[config.mk]
export PLATFORM = sky130hd
export DESIGN_NAME = axis_flit_rx_buffer
export DESIGN_NICKNAME = d
export VERILOG_FILES = /design/src/rtl/axis_flit_rx_buffer.sv
export SDC_FILE = /design/constraint.sdc
export NUM_CORES = 1
export LEC_CHECK = 0
export CAP_MARGIN = 20
export CORE_MARGIN = 10
export CORE_UTILIZATION = 47
export CTS_BUF_LIST = sky130_fd_sc_hd__clkbuf_16
export DETAILED_ROUTE_END_ITERATION = 10
export PLACE_DENSITY = 0.66
export SLEW_MARGIN = 20
export SYNTH_ARGS = -nofsm -noshare
export SYNTH_HDL_FRONTEND = slang
export SYNTH_SLANG_ARGS = --single-unit
[constraint.sdc]
create_clock -name CLK -period 6 [get_ports CLK]
set_clock_uncertainty 0.2 [all_clocks]
set_input_delay 1.5 -clock CLK [delete_from_list [all_inputs] [get_ports CLK]]
set_output_delay 1.5 -clock CLK [all_outputs]
set_load 0.01 [all_outputs]
[src/rtl/axis_flit_rx_buffer.sv]
// Flit FIFO between the NoC receive port and the AXI4-Stream slave bridge, with an
// optional store-and-forward gate that holds a packet until its tail is buffered.
module axis_flit_rx_buffer #(
  parameter int FLIT_WIDTH        = 32,
  parameter int DEPTH             = 8,
  parameter bit STORE_AND_FORWARD = 1'b0
) (
  input  logic                   CLK,
  input  logic                   RST_N,
  input  logic [FLIT_WIDTH-1:0]  in_flit,
  input  logic                   in_flit_valid,
  output logic                   in_flit_ready,
  output logic [FLIT_WIDTH-1:0]  out_flit,
  output logic                   out_flit_valid,
  input  logic                   out_flit_ready,
  output logic [$clog2(DEPTH):0] level,
  output logic [$clog2(DEPTH):0] pkt_count,
  output logic                   oversize_err
);

  localparam int AW       = $clog2(DEPTH);
  localparam int LW       = AW + 1;
  localparam int TAIL_BIT = FLIT_WIDTH - 2;
  localparam logic [LW-1:0]         FULL_LVL   = LW'(DEPTH);
  localparam logic [FLIT_WIDTH-1:0] VALID_MASK = {1'b1, {(FLIT_WIDTH-1){1'b0}}};

  typedef enum logic {S_WAIT = 1'b0, S_DRAIN = 1'b1} state_t;

  logic [FLIT_WIDTH-1:0] mem [DEPTH];
  logic [FLIT_WIDTH-1:0] head;
  logic [AW-1:0]         wr_ptr;
  logic [AW-1:0]         rd_ptr;
  logic                  rdy_en;
  state_t                state_q;
  state_t                state_d;
  logic                  full;
  logic                  empty;
  logic                  push;
  logic                  pop;
  logic                  push_tail;
  logic                  pop_tail;
  logic                  release_ok;
  logic                  oversize_set;

  assign full       = (level == FULL_LVL);
  assign empty      = (level == '0);
  assign head       = mem[rd_ptr];
  // rdy_en keeps the input closed while reset is held and opens on the first edge after
  assign in_flit_ready = rdy_en && !full;
  assign push       = in_flit_valid && in_flit_ready;
  assign pop        = out_flit_valid && out_flit_ready;
  assign push_tail  = push && in_flit[TAIL_BIT];
  assign pop_tail   = pop && head[TAIL_BIT];
  assign release_ok = (pkt_count != '0) || full;
  // A full buffer with no complete packet can only be an oversize packet; cut it through.
  assign oversize_set = STORE_AND_FORWARD && (state_q == S_WAIT) && full && (pkt_count == '0);

  always_ff @(posedge CLK) begin
    if (push) begin
      mem[wr_ptr] <= in_flit | VALID_MASK;
    end
  end

  always_ff @(posedge CLK or negedge RST_N) begin
    if (!RST_N) begin
      rdy_en       <= 1'b0;
      wr_ptr       <= '0;
      rd_ptr       <= '0;
      level        <= '0;
      pkt_count    <= '0;
      oversize_err <= 1'b0;
    end else begin
      rdy_en <= 1'b1;
      if (push) begin
        wr_ptr <= wr_ptr + AW'(1);
      end
      if (pop) begin
        rd_ptr <= rd_ptr + AW'(1);
      end
      if (push && !pop) begin
        level <= level + LW'(1);
      end else if (!push && pop) begin
        level <= level - LW'(1);
      end
      if (push_tail && !pop_tail) begin
        pkt_count <= pkt_count + LW'(1);
      end else if (!push_tail && pop_tail) begin
        pkt_count <= pkt_count - LW'(1);
      end
      if (oversize_set) begin
        oversize_err <= 1'b1;
      end
    end
  end

  always_ff @(posedge CLK or negedge RST_N) begin
    if (!RST_N) begin
      state_q <= S_WAIT;
    end else begin
      state_q <= state_d;
    end
  end

  always_comb begin
    state_d = state_q;
    if (STORE_AND_FORWARD) begin
      case (state_q)
        // A tail popped straight out of WAIT already finished its packet.
        S_WAIT:  if (release_ok && !pop_tail) state_d = S_DRAIN;
        S_DRAIN: if (pop_tail) state_d = S_WAIT;
        default: state_d = S_WAIT;
      endcase
    end
  end

  always_comb begin
    out_flit_valid = !empty;
    if (STORE_AND_FORWARD && (state_q == S_WAIT)) begin
      out_flit_valid = release_ok;
    end
  end

  assign out_flit = out_flit_valid ? head : '0;

endmodule
==> flow_summary.ini <==
[sta]
maxSlewViolCount = 0
fin_tns_setup_ns = 0
setup_ws_ns = 1.12
finalCritPeriodShare_pct = 81.4
slew_headroom_pct = 26.8
period_needed_ns = 4.88
worst_pin_slew_ns = 1.10
fmax_mhz = 205
whs_ns = 0.331
rsz0062_at_grt = false
hold_viol_final = 0
setup_viol = 0

[worst_setup_path]
critical_path_required_ns = 4.30
cp_slowest_stage_delay_ns = 0.83
worst-path-buf-inv = 2
cp_max_fo = 38
path_cells = buf_4, mux4_2, a22o_1, clkdlybuf4s50_1
critPathKind = reg2out
crit_path_start_kind = flop
worstPathArrival_ns = 3.18
crit_family = buffers and inverters
worstSetupEndpointType = primary output
crit_slowest_cell = dfrtp_2

[cells_and_area]
syn2layout_area_growth_pct = 19.9
final_area_mm2 = 0.0124
nets = 601
nFillCells = 1572
multi_input_area_mm2 = 0.00236
seq_area_mm2 = 0.00783
final_layout_size_suffix_gt1_share_pct = 24.6

[yosys]
synth_commonest_cells = edfxtp_1 (248), mux4_2 (62), a22o_1 (30)
synth-edff-count = 248
ys_warn_count = 0
synth_top_area_share_pct = 72.1
synth_top_flop_cell = edfxtp_1
synth_nets = 509
synth_cell_type_count = 40
netlist_area_mm2 = 0.0103
syn_inst = 463
ys_async_sr_fraction_pct = 5.70
netlist.top_cell.by_area = edfxtp_1
syn_avg_cell_area_um2 = 22.3
ys_top_cells_by_area = edfxtp_1 (72%), mux4_2 (14%), dfrtp_1 (3.6%)
seq_area_frac_synth_pct = 75.8
synth_seq_cells = 263
yosysMostFrequentCell = edfxtp_1

[detailed_routing]
wl_met2_mm = 10.2
post-route-drc-count = 0
top_layer = met5
ant_nets = 0
vias = 4875
wl_per_cell_um = 24.1
dr.first_iter.drc_count = 391
wl_met3_mm = 1.42
dr.pass1.iters = 4
m1WireLength_mm = 8.73
wl_mm = 20.6
vias_per_cell = 5.70

[run_status]
status = completed

[floorplanning]
rows = 54
coreArea_mm2 = 0.0217
die_h_um = 168
start_util_pct = 47.6
die_area_mm2 = 0.0283
fp.dieW_um = 168
io_pins = 79

[grt]
antenna_found_initial = 3
grt_pass1_vias = 5382
grtUsageTotal_pct = 14.4
overflow = 0
grt_max_degree = 39
grt_pass1_wl_mm = 32.0

[clock_tree]
insertion_delay_ns = 0.52
cts.sinks = 263
post_cts_buffers = 0
clkTransAtPathRegs_ns = 0.06
numCtsBuffers = 27
cts_tree = built
root_buffer = clkbuf_16
post_cts_resized = 0
clk_path_buf_depth = 3
htreeDepth = 1
cts_hold_buf = 0

[placement]
io_buffers = 76
hpwlAfterDp_mm = 11.5
place_congestion = 0.771
placedInstanceArea_mm2 = 0.0114
post-place-ws_ns = 1.41

[pwr]
power_leakage_uw = 0.00400
vdd_drop_max_v = 0.000293
power_density_mw_per_mm2 = 491
total_power_uw = 6070

[flow_run]
cap_violations = 0

[hold_path]
hold_class = reg2reg
cells by family after synthesis:
logic type,share of synthesized area (%)
adders and majority gates,1.36
DFF,75.8
AOI/OAI and AO/OA,3.35
other,0.0727
and+or+nand+nor,2.51
xor gates and xnor gates,0.679
buffers and inverters,1.98
muxes,14.3
cell type report:
cell class | count | share of cell area, %
Tap cell | 280 | 2.83
Clock buffer | 27 | 5.46
Antenna cell | 1 | 0.0202
Sequential cell | 263 | 63.3
Timing Repair Buffer | 89 | 7.24
Clock inverter | 21 | 1.95
Multi-Input combinational cell | 169 | 19.1
Inverter | 5 | 0.152
worst paths after layout:
kind | from | end | slack, ns | depth (start not counted)
max in group asynchronous | RST_N | rd_ptr[0] | 3.85 | 1
hold / removal | pkt_count[2] | pkt_count[2] | 0.33 | 2
min in group asynchronous | RST_N | pkt_count[0] | 1.21 | 1
hold reg to reg | pkt_count[2] | pkt_count[2] | 0.33 | 2
setup / recovery | rd_ptr[1] | out_flit[25] | 1.12 | 4
setup reg to reg | rd_ptr[1] | pkt_count[3] | 2.35 | 9
layout by cell type, fill, tap and decap left out, types with 5 or more instances in the layout:
master           Yosys  routed
edfxtp_1           248     248
bufinv_16            0       5
xnor2_1              7       7
mux4_2              62      62
dfrtp_1             15      13
clkdlybuf4s50_1      0      76
nand2_1              7       7
buf_4                5      10
ha_1                 8       8
clkbuf_16            0      27
clkinv_2             0       6
a22o_1              30      30
nand3_1              5       5
sequential cells by signal (all words and copies together) (netlist names):
register and cells:
level 4, rdy_en 1, wr_ptr 3, mem 248, pkt_count 4, rd_ptr 3
worst reg2reg max path, delay by kind of cell (launching register included):
family	cells	cell delay (ns)
AOI/OAI and AO/OA	2	0.21
adders and majority gates	2	0.62
buffers and inverters	1	0.14
DFF	1	0.83
muxes	2	0.84
and+or+nand+nor	2	0.64
layer usage:
layer / GRT usage, % / vias to the layer above
met5: 0 / -
met4: 3.14 / 2
met3: 3.59 / 29
met2: 23.6 / 137
met1: 19.1 / 2569
li1: - / 2138
per-stage QoR:
step                instances  utilization (%)
floorplan                 463                -
global placement          806             52.8
detailed placement        806             52.8
CTS                       854             57.0
global route              854             57.0
finish                    855             57.0
power by group:
part           switching, uW  leakage [uW]  internal (uW)
Combinational            868       0.00113           1070
Sequential               232       0.00242           2190
Clock                    669      0.000449           1040
(Power assumes the default switching activity.)
